===== src/rtl/cache_pkg.sv =====
// Shared constants and the fill state type for the cache block-fill controller.
package cache_pkg;

  localparam int ADDR_W          = 16;
  localparam int DATA_W          = 16;
  localparam int WORDS_PER_BLOCK = 8;
  localparam int BLOCK_OFFSET_W  = 4;
  localparam int WORD_IDX_W      = 3;
  localparam int BLK_W           = ADDR_W - BLOCK_OFFSET_W;

  typedef enum logic [0:0] {
    IDLE = 1'b0,
    FILL = 1'b1
  } fill_state_e;

endpackage


===== src/rtl/fill_word_cnt.sv =====
// Word counter used for both read issue and data receive; wraps at the block size.
module fill_word_cnt
  import cache_pkg::*;
(
  input  logic                  clk,
  input  logic                  rst_n,
  input  logic                  en,
  input  logic                  clr,
  output logic [WORD_IDX_W-1:0] cnt,
  output logic                  tc
);

  // NOTE: sequential state uses non-blocking assignments so every flop samples pre-edge values.
  always_ff @(posedge clk or negedge rst_n) begin
    if (!rst_n) begin
      cnt <= '0;
    end else if (clr) begin
      cnt <= '0;
    end else if (en) begin
      cnt <= cnt + 1'b1;
    end
  end

  assign tc = &cnt;

endmodule


===== src/rtl/cache_fill_fsm.sv =====
// Cache miss block-fill controller: issues one word read per cycle, writes returned words.
// Optional perf counter output fill_count is built when CACHE_FILL_PERF_CNT_EN is defined.
module cache_fill_fsm #(
  parameter int MEM_LATENCY     = 4,
  parameter int WORDS_PER_BLOCK = cache_pkg::WORDS_PER_BLOCK
) (
  input  logic                           clk,
  input  logic                           rst_n,
  input  logic                           miss_detected,
  input  logic [15:0]                    miss_address,
  input  logic                           memory_data_valid,
  input  logic [15:0]                    memory_data,
  output logic                           fsm_busy,
  output logic                           memory_read_en,
  output logic [15:0]                    memory_address,
  output logic                           write_data_array,
  output logic                           write_tag_array,
  output logic [cache_pkg::WORD_IDX_W-1:0] cache_word_idx,
  output logic [15:0]                    fill_data
`ifdef CACHE_FILL_PERF_CNT_EN
  ,
  output logic [15:0]                    fill_count
`endif
);

  import cache_pkg::*;

  if (WORDS_PER_BLOCK != (1 << WORD_IDX_W)) begin : g_bad_words_per_block
    $error("WORDS_PER_BLOCK must match the word index width");
  end
  if (MEM_LATENCY < 1) begin : g_bad_latency
    $error("MEM_LATENCY must be at least 1");
  end

  fill_state_e           state_q;
  logic [BLK_W-1:0]      blk_q;
  logic                  issue_active_q;
  logic [WORD_IDX_W-1:0] issue_cnt;
  logic [WORD_IDX_W-1:0] recv_cnt;
  logic                  issue_tc;
  logic                  recv_tc;
  logic                  start;
  logic                  recv_fire;
  logic                  last_word;
  logic                  unused_offset;

  // NOTE: rst_n gates the combinational stall so outputs read 0 while reset is held.
  assign start     = (state_q == IDLE) && miss_detected && rst_n;
  assign recv_fire = (state_q == FILL) && memory_data_valid;
  assign last_word = recv_fire && recv_tc;
  assign unused_offset = ^miss_address[BLOCK_OFFSET_W-1:0];

  always_ff @(posedge clk or negedge rst_n) begin
    if (!rst_n) begin
      state_q        <= IDLE;
      blk_q          <= '0;
      issue_active_q <= 1'b0;
    end else if (start) begin
      state_q        <= FILL;
      blk_q          <= miss_address[ADDR_W-1:BLOCK_OFFSET_W];
      issue_active_q <= 1'b1;
    end else if (state_q == FILL) begin
      if (last_word) begin
        state_q        <= IDLE;
        issue_active_q <= 1'b0;
      end else if (issue_active_q && issue_tc) begin
        issue_active_q <= 1'b0;
      end
    end
  end

  fill_word_cnt u_issue_cnt (
    .clk   (clk),
    .rst_n (rst_n),
    .en    (issue_active_q),
    .clr   (start),
    .cnt   (issue_cnt),
    .tc    (issue_tc)
  );

  fill_word_cnt u_recv_cnt (
    .clk   (clk),
    .rst_n (rst_n),
    .en    (recv_fire),
    .clr   (start),
    .cnt   (recv_cnt),
    .tc    (recv_tc)
  );

  assign fsm_busy         = (state_q == FILL) || start;
  assign memory_read_en   = issue_active_q;
  assign memory_address   = issue_active_q ? {blk_q, issue_cnt, 1'b0} : '0;
  assign write_data_array = recv_fire;
  assign write_tag_array  = last_word;
  assign cache_word_idx   = recv_fire ? recv_cnt : '0;
  assign fill_data        = recv_fire ? memory_data : '0;

`ifdef CACHE_FILL_PERF_CNT_EN
  // Saturating count of completed fills.
  always_ff @(posedge clk or negedge rst_n) begin
    if (!rst_n) begin
      fill_count <= '0;
    end else if (last_word && (fill_count != 16'hFFFF)) begin
      fill_count <= fill_count + 16'd1;
    end
  end
`endif

endmodule

===== config.mk =====
export PLATFORM = sky130hd
export DESIGN_NAME = cache_fill_fsm
export DESIGN_NICKNAME = d
export VERILOG_FILES = /design/src/rtl/cache_pkg.sv /design/src/rtl/fill_word_cnt.sv /design/src/rtl/cache_fill_fsm.sv
export SDC_FILE = /design/constraint.sdc
export NUM_CORES = 1
export LEC_CHECK = 0
export CAP_MARGIN = 10
export CORE_MARGIN = 4
export CORE_UTILIZATION = 35
export CTS_CLUSTER_DIAMETER = 150
export DETAILED_ROUTE_END_ITERATION = 7
export HOLD_SLACK_MARGIN = 0.05
export PLACE_DENSITY = 0.82
export SLEW_MARGIN = 20
export SYNTH_ARGS = -nofsm -noshare
export SYNTH_HDL_FRONTEND = slang
export SYNTH_SLANG_ARGS = --single-unit

===== constraint.sdc =====
create_clock -name clk -period 1.8 [get_ports clk]
set_input_delay 0.45 -clock clk [delete_from_list [all_inputs] [get_ports clk]]
set_output_delay 0.45 -clock clk [all_outputs]
set_load 0.05 [all_outputs]

==> run summary, run 1 <==
Number of synthesized register bits: 20
Synth top area share: 43.8%
Die Span Y: 65.2 µm
Syn nets: 143
CTS buffer count: 3
Worst EP arrival: 1.40 ns
HPWL after detailed placement: 2900 µm
Outcome: complete, but fails checks
Routability congestion estimate: 0.809
Vias per Instance: 4.74
Layout cells sized above 1: 54.7%
Max IR drop VDD: 0.000781 V
Worst skew pair latency: 0.31 ns
Total Wirelength: 3820 µm
Delay-heaviest family, CP: flip-flops
First-pass GRT wire length: 5960 µm
Leading area contributor after synthesis: dfrtp_1
Logic pwr share: 64.0%
H-tree levels: 1
Failing checks: negative setup slack
Remaining antenna violation count: 0
Port Buf Inserts: 69
Crit Path Max Fanout: 4
Crit-path cells: ha_2, ha_4, and3_4, buf_12
Crit path kind: reg -> out
Power consumption: 3410 µW
Worst setup margin: -0.0537 ns
WP data required: 1.35 ns
Period utilization: 103%
Area delta synth->final: 116%
Syn. warnings: 0
CP endpoint kind: output pin
Mapped Area: 1140 µm²
Clock group share of total power: 10.8%
Ys flop type: dfrtp_1
Clk sink count: 20
Number of synthesized flops with an enable pin: 0
Avg Cell Area, Syn: 11.1 µm²
Post-synthesis cell count: 103
Post-layout nets: 220
Power Internal: 2040 µW
F_max: 0.539 GHz
Hold Path Class: in -> async
Antenna diodes: 0
Final Max Slew Viols: 0
Crit path time final: 1.85 ns
Placement Setup Slack: -0.149 ns
CTS tree: done
Pwr dens: 1380 nW/µm²
Die Span X: 65.2 µm
Max_cap viols: 0
Drt wl/cell: 17.1 µm
Register share of total power: 25.1%
DIE AREA: 4250 µm²
Startpoint type of the worst setup path: register
Post-synthesis sequential area ratio: 43.8%
Drt first pass iters: 4
Post-synth ARST share: 100%
Remaining DRCs: 0
Sum of negative setup slack: -0.0537 ns
GRT Util Overall: 18.4%
Unrepaired setup endpoints after global routing: true
Yosys cell types: 25
Hold Buf Count CTS: 0
Sw Ratio: 40.1%
Vias in the first global route: 1,160
Pleak: 0.00110 µW
Synth cell count leaders: and3_1, dfrtp_1, and2_1, mux2_2, mux2_4
Final setup viols: 1
Skew final: 0.0113 ns
Top-Level Pins: 75
Worst stage delay on the critical path: 0.43 ns
Largest cells by area after synthesis: dfrtp_1, and3_1, and2_1
Critical path buffers and inverters: 1
NetSw: 1370 µW
Initial Util: 37.2%
CTS Buffer Depth: 2
CTS root buffer: clkbuf_4
DR vias: 1,056
1st-iter DRT viols: 16
Initial antenna violation count: 0
Core area: 3080 µm²
Clock transition at path regs: 0.12 ns
Row count: 20
Total gr overflow: 0
Fin Hold WS: 0.308 ns
Most instantiated library cell after synthesis: and3_1
CP max-delay cell: dfrtp_1
Fin. Hold Viols: 0
Largest net degree at the start of global routing: 30
sequential cells by signal, indices dropped and copies added (netlist names):
| register | cells |
|---|---|
| memory_read_en | 1 |
| blk_q | 12 |
| state_q | 1 |
| u_recv_cnt.cnt | 3 |
| u_issue_cnt.cnt | 3 |
power groups by stage:
stage | Clock, µW | Combinational (µW) | Sequential, µW
finish | 369 | 2180 | 857
global route | 401 | 2280 | 891
CTS | 378 | 2100 | 901
detailed placement | 0 | 2040 | 892
global placement | 0 | 1970 | 856
floorplan | 0 | 1150 | 786
per-layer routing:
metal	global-route usage, %	vias to the layer above	part of all wire (%)
met5	0	-	0
met4	3.63	0	1.0
met3	4.27	2	3.9
met2	36.0	26	58
met1	19.9	523	37
li1	-	505	-
area by class of cell:
cell class	instances	area [µm²]
timing repair buffer	82	1190
multi-input combinational	72	659
fill	172	606
sequential	20	508
tap	44	55.1
clock inverter	1	30.0
clock buffer	3	22.5
inverter	1	3.75
timing repair:
| item | 4_1_cts | 5_1_grt |
|---|---|---|
| cloned | 1 | 0 |
| setup buffers | 0 | 2 |
| setup endpoints to repair | 22 | 35 |
| resized for setup | 20 | 6 |
| hold endpoints to repair | 0 | 0 |
| pin swaps | 2 | 0 |
per-stage QoR:
stage	std cells	instance area [µm²]	utilization [%]
floorplan	103	1160	-
global placement	216	2300	74.8
detailed placement	216	2300	74.8
CTS	221	2430	79.0
global route	223	2470	80.3
finish	223	2470	80.3
worst reg2reg max path, cell delays in order, from the launching register on:
cell and delay, ns:
dfrtp_4 0.50, buf_6 0.16, and3b_1 0.30, buf_12 0.17, mux2_2 0.35
cell families (layout without fill, tap and decap cells):
kind of cell,Yosys count,after routing,synth area share [%]
AO/OA/AOI/OAI,7,7,4.81
buffers and inverters,11,87,6.24
multiplexers,14,14,15.5
other,1,1,0.328
AND/OR/NAND/NOR,45,45,24.2
flip-flops,20,20,43.8
XOR/XNOR,1,1,0.766
adder cells (fa/ha/maj),4,4,4.38
path summary, 6_finish.rpt:
| path | from | to | slack, ns | cells past startpoint |
|---|---|---|---|---|
| max in group asynchronous | rst_n | state_q | 1.21 | 2 |
| worst max-delay path | u_recv_cnt.cnt[0] | write_tag_array | -0.05 | 4 |
| worst max register to register | state_q | blk_q[0] | 0.23 | 4 |
| min in group clk | blk_q[8] | blk_q[8] | 0.52 | 1 |
| worst min-delay path | rst_n | u_recv_cnt.cnt[2] | 0.31 | 2 |
| worst min register to register | blk_q[8] | blk_q[8] | 0.52 | 1 |
placed cells by master, fill, tap and decap left out, drive strengths merged:
cell type	synthesis	final
and3	22	22
conb	1	1
nand3b	2	2
dfrtp	20	20
buf	5	51
inv	1	1
clkbuf	5	3
bufinv	0	1
o21ai	1	1
a21o	1	1
mux2	12	12
and2	15	15
xnor2	1	1
a21oi	1	1
mux2i	2	2
ha	4	4
a21bo	2	2
nor2	3	3
dlygate4sd2	0	2
a31o	2	2
and3b	1	1
nor2b	1	1
clkdlybuf4s50	0	29
nand2	1	1
(Power assumes the default switching activity.)
==> run 2, diff against run 1 <==
Settings changed: SLEW_MARGIN 20 to 0.
==> results of run 2 <==
Same layout as run 1: the final DEF is identical, and so are final timing and power.
